===== config.mk =====
export PLATFORM = sky130hd
export DESIGN_NAME = decoder_2_4
export DESIGN_NICKNAME = d
export VERILOG_FILES = /design/src/rtl/decoder_pkg.sv /design/src/rtl/decoder_2_4_core.sv /design/src/rtl/decoder_2_4.sv
export SDC_FILE = /design/constraint.sdc
export NUM_CORES = 1
export LEC_CHECK = 0
export ABC_AREA = 1
export CORE_AREA = 2 2 39 41
export CTS_BUF_LIST = sky130_fd_sc_hd__clkbuf_4 sky130_fd_sc_hd__clkbuf_8
export DETAILED_ROUTE_END_ITERATION = 16
export DIE_AREA = 0 0 41 43
export GPL_ROUTABILITY_DRIVEN = 1
export GPL_TIMING_DRIVEN = 1
export PLACE_DENSITY = 0.31
export RECOVER_POWER = 50
export SETUP_SLACK_MARGIN = 0.02
export SLEW_MARGIN = 20
export SYNTH_ARGS = -nofsm -noshare
export SYNTH_HDL_FRONTEND = slang
export SYNTH_HIERARCHICAL = 1
export SYNTH_SLANG_ARGS = --single-unit

===== constraint.sdc =====
create_clock -name clk -period 0.8 [get_ports clk]
set_clock_uncertainty 0.15 [all_clocks]
set_input_delay 0.16 -clock clk [delete_from_list [all_inputs] [get_ports clk]]
set_output_delay 0.16 -clock clk [all_outputs]
set_load 0.01 [all_outputs]

===== src/rtl/decoder_pkg.sv =====
// Shared select encodings and one-hot helper for the 2-to-4 decoder family.
// Latency: n/a (constants and a pure function only).
// Backpressure: n/a.
package decoder_pkg;

    localparam logic [1:0] SEL_Y0 = 2'b00;
    localparam logic [1:0] SEL_Y1 = 2'b01;
    localparam logic [1:0] SEL_Y2 = 2'b10;
    localparam logic [1:0] SEL_Y3 = 2'b11;

    // Bit n of the result is set when sel selects line yn.
    function automatic logic [3:0] onehot4(input logic [1:0] sel);
        logic [3:0] v;
        v = 4'b0000;
        case (sel)
            SEL_Y0:  v = 4'b0001;
            SEL_Y1:  v = 4'b0010;
            SEL_Y2:  v = 4'b0100;
            SEL_Y3:  v = 4'b1000;
            default: v = 4'b0000;
        endcase
        return v;
    endfunction

endpackage


===== src/rtl/decoder_2_4_core.sv =====
// Combinational 2-to-4 one-hot decode with enable; logical (active-high) polarity.
// Latency: 0 cycles (pure combinational).
// Backpressure: none; output follows inputs continuously.
//
// Ports:
//   en   - when 0 the decoded vector is all zero
//   sel  - 2-bit select, sel[1] = MSB
//   dec  - one-hot vector, dec[n] set for sel == n
module decoder_2_4_core
    import decoder_pkg::*;
(
    input  logic       en,
    input  logic [1:0] sel,
    output logic [3:0] dec
);

    always_comb begin
        dec = 4'b0000;
        if (en) begin
            dec = onehot4(sel);
        end
    end

endmodule


===== src/rtl/decoder_2_4.sv =====
// Registered 2-to-4 one-hot decoder with selectable output polarity.
// Latency: 1 cycle from sampled inputs to y3..y0/valid; no comb path in->out.
// Backpressure: none; a new decode is accepted every cycle.
//
// Ports:
//   clk    - rising-edge clock
//   rst    - synchronous reset, active-high; overrides en and select
//   en     - decode enable; 0 drives all y inactive and valid low
//   s1,s0  - select, s1 = MSB
//   y3..y0 - registered decoded lines (inverted when ACTIVE_LOW=1)
//   valid  - registered y lines reflect an enabled decode
module decoder_2_4
    import decoder_pkg::*;
#(
    parameter bit ACTIVE_LOW = 1'b0,
    // Integration-level tie-off value for en; no effect on this logic.
    parameter bit EN_DEFAULT = 1'b1
) (
    input  logic clk,
    input  logic rst,
    input  logic en,
    input  logic s1,
    input  logic s0,
    output logic y3,
    output logic y2,
    output logic y1,
    output logic y0,
    output logic valid
);

    localparam logic [3:0] POL_MASK = {4{ACTIVE_LOW}};

    logic [3:0] dec;
    logic [3:0] y_d;
    logic [3:0] y_q;
    logic       valid_q;

    logic unused_en_default;
    assign unused_en_default = EN_DEFAULT;

    decoder_2_4_core u_core (
        .en  (en),
        .sel ({s1, s0}),
        .dec (dec)
    );

    // Polarity is folded in once, ahead of the register, so the outputs come
    // straight off flops. A disabled decode (dec == 0) maps to the inactive
    // level automatically.
    assign y_d = dec ^ POL_MASK;

    always_ff @(posedge clk) begin
        if (rst) begin
            y_q     <= POL_MASK;
            valid_q <= 1'b0;
        end else begin
            y_q     <= y_d;
            valid_q <= en;
        end
    end

    assign y3    = y_q[3];
    assign y2    = y_q[2];
    assign y1    = y_q[1];
    assign y0    = y_q[0];
    assign valid = valid_q;

endmodule


# After elaboration in Yosys (flattened, before gate mapping)
# Index checks and enable logic that the tools add are counted.
[word_totals]
mem_count = 0
regBits = 5
mem_bits_rw = 0
word_cells = 9
rom_bits = 0
latchBits = 0
[op_classes]
shift = 0
n_mux = 1
n_bitwise = 1
n_div = 0
add_sub_neg = 0
n_reduce_logical = 2
n_eq_ne = 3
mul = 0
magnitude_cmp = 0
[ops]
columns = ["op", "count"]
rows = [
  ["one-hot mux 4 bit (4 select lines)", 1],
  ["== test 2 bit (second input constant)", 2],
  ["== test 2 x 1 -> 1 bit (second input constant)", 1],
  ["zero test 2 bit", 1],
  ["OR reduction 2 bit", 1],
  ["inverter 1 bit", 1],
]

# Longest topological paths before layout
[logic_depth]
word_depth = 2
depth_mapped = 5
ltp_nobuf = 5

# Hierarchy
# The synthesis kept the hierarchy.
[modules_own_cells]
columns = ["module", "instances", "cells_each", "seq_area_each_um2", "area_per_inst_um2"]
rows = [
  ["decoder_2_4", 1, 15, 100.1, 137.6],
  ["decoder_2_4_core", 1, 8, 0.0, 30.0],
]

# Worst setup path before layout
# No wires, ideal clock.
[synth_timing]
path_kind = "flip-flop to output port"
startpoint = "register valid_q, in the netlist valid"
endpoint = "output port valid"
path_slack_ns = 0.159
t_arrival_ns = 0.331
stages_incl_launch_ff = 1
n_path_buf = 0
t_required_ns = 0.490
path_cell_list = "dfxtp_1"
[synth_rtl]
columns = ["element", "line_no", "text"]
rows = [
  ["from (decl)", "decoder_2_4.sv:36", "logic valid_q;"],
  ["from (signal assigned)", "decoder_2_4.sv:58", "valid_q <= en;"],
  ["to (decl)", "decoder_2_4.sv:28", "output logic valid"],
]
# No word-level cell between the ends.

# Worst setup path in the final report
[layout_timing]
startpoint = "register y_q[3]"
endpoint = "output port y3"
[layout_rtl]
columns = ["element", "line_no", "text"]
rows = [
  ["from (decl)", "decoder_2_4.sv:35", "logic [3:0] y_q;"],
  ["from (signal assigned)", "decoder_2_4.sv:57", "y_q <= y_d;"],
  ["to (decl)", "decoder_2_4.sv:24", "output logic y3,"],
]
# No word-level cell between the ends.

==> results.ini <==
[grt]
grt_pass1_vias = 117
track_usage_pct = 3.82
grt_max_degree = 6
grt_antenna_before_repair = 0
grt_remaining_overflow = 0
grt_pass1_wl_um = 379

[power_and_ir_drop]
p_per_area_nw_per_um2 = 2100
power_mw = 0.595
ir_drop_uv = 337
power_leakage_nw = 0.156

[critical_path]
worst_ep_required_time_ps = 490
crit_path_end_kind = primary output
worstSetupStartpointType = flip-flop
critPathKind = reg2out
critPathMaxFanout = 1
crit_chain = buf_2
critPathBufInv = 1
cp_slowest_cell = dfxtp_1
arrival_ps = 660
critPathTopFamily = flip-flops
slowest_delay_ps = 300

[timing]
slew-limit-headroom_pct = 89.6
rsz0062_at_grt = true
fin_crit_sh_pct = 121
finalSetupTns_ps = -817
setup_viol = 5
hold_ws_ps = 148
worstMarginPinSlew_ps = 156
period_minus_slack_ps = 969
finalHoldViolations = 0
slew_violations = 0
layout_setup_ws_ps = -169
clock.fmax_mhz = 1030

[placed_design]
dp_cells = 49
io_buffers = 9
placed_cell_area_um2 = 285
place.gp.congestion = 0.572

[floorplan]
start_util_pct = 12.1
core_um2 = 1380
num_rows = 14
die-width_um = 41
io_pins = 10
die_area_um2 = 1760
die_y_um = 43

[finish]
layout_commonest_cell = nor2_1
stdcell_count = 53
regArea_um2 = 100
final_cell_mix = 9 x nor2_1, 7 x inv_1, 5 x buf_2, 5 x dfxtp_1
final_area_um2 = 283
layout.nets = 43
synthToLayoutAreaGrowth_pct = 68.7
diodes = 0
drive_gt1_share_pct = 27.0
multi_input_area_um2 = 41.3
fillers = 164

[routing]
detail-route-antenna-nets = 0
via_count = 149
wire_per_inst_um = 5.28
viasPerCell = 2.81
drc = 0
drt_iter0_markers = 0
drt_first_pass_iters = 1
totalWireLength_um = 280

[cts]
root_buffer = clkbuf_4
cts.path.max_buffers = 2
htree_levels = 1
post-cts-setup-buffers = 0
cts_tree = yes
path_clk_slew_ps = 50
cts_hold_buf = 0
cts_buffers = 3
cts_sinks = 5

[run]
cap_violations = 0

[run_status]
violations = negative setup slack
run_status = finished, violations left

[logic_synthesis]
ys_ff_latch = 5
synth_nets = 28
ys_types = 4
postSynthCellCount = 23
seq_area_frac_synth_pct = 59.7
mappedNetlistArea_um2 = 168
yosys_warnings = 6
postSynthAreaPerCell_um2 = 7.29

[hold_path]
hold_class = in2reg

[report_power, final]
part / internal (mW) / switching [mW] / leakage [nW]
Combinational: 0.0243 / 0.0248 / 0.0970
Sequential: 0.258 / 0.00139 / 0.0409
Clock: 0.181 / 0.105 / 0.0177
[final cells by class]
type	count	share of cell area [%]
repair buffers	10	23.9
clock buffers	3	7.96
multi-input cells	11	14.6
well taps	16	7.08
clock inverters	1	1.77
flip-flops and latches	5	35.4
inverters	7	9.29
[kinds of logic after synthesis]
family / Yosys count / share of synthesized area, %
DFF: 5 / 59.7
buffers and inverters: 7 / 15.7
and+or+nand+nor: 11 / 24.6
[routing by layer]
| layer | GRT usage, % | part of all wire [%] | up-vias |
|---|---|---|---|
| li1 | - | - | 89 |
| met1 | 3.86 | 41 | 53 |
| met2 | 3.44 | 45 | 7 |
| met3 | 1.57 | 13 | 0 |
| met4 | 8.00 | 0 | 0 |
| met5 | 0 | 0 | - |
[cell usage after synthesis (all sizes together)]
| cell type | count | share of area [%] |
|---|---|---|
| nand2 | 2 | 4.5 |
| dfxtp | 5 | 60 |
| inv | 7 | 16 |
| nor2 | 9 | 20 |
[stage by stage]
stage	util (%)	setup WS [ps]
finish	20.4	-169
global route	20.4	-205
CTS	20.4	-183
detailed placement	20.6	-365
global placement	20.6	-362
floorplan	-	159
[repair_timing]
item | CTS | global route
endpoints found under the setup margin | 10 | 5
gates resized for setup | 24 | 0
gates cloned | 0 | 0
pin swaps | 2 | 0
[final timing paths]
path | start | end | slack (ps) | cells after the start
setup / recovery | y_q[3]$_SDFF_PP0_ | y3 | -170 | 1
hold / removal | rst | y_q[1]$_SDFF_PP0_ | 150 | 2
[registers in the layout (all words and copies together) (netlist names)]
register and count:
valid 1, y_q 4
(Power assumes the default switching activity.)
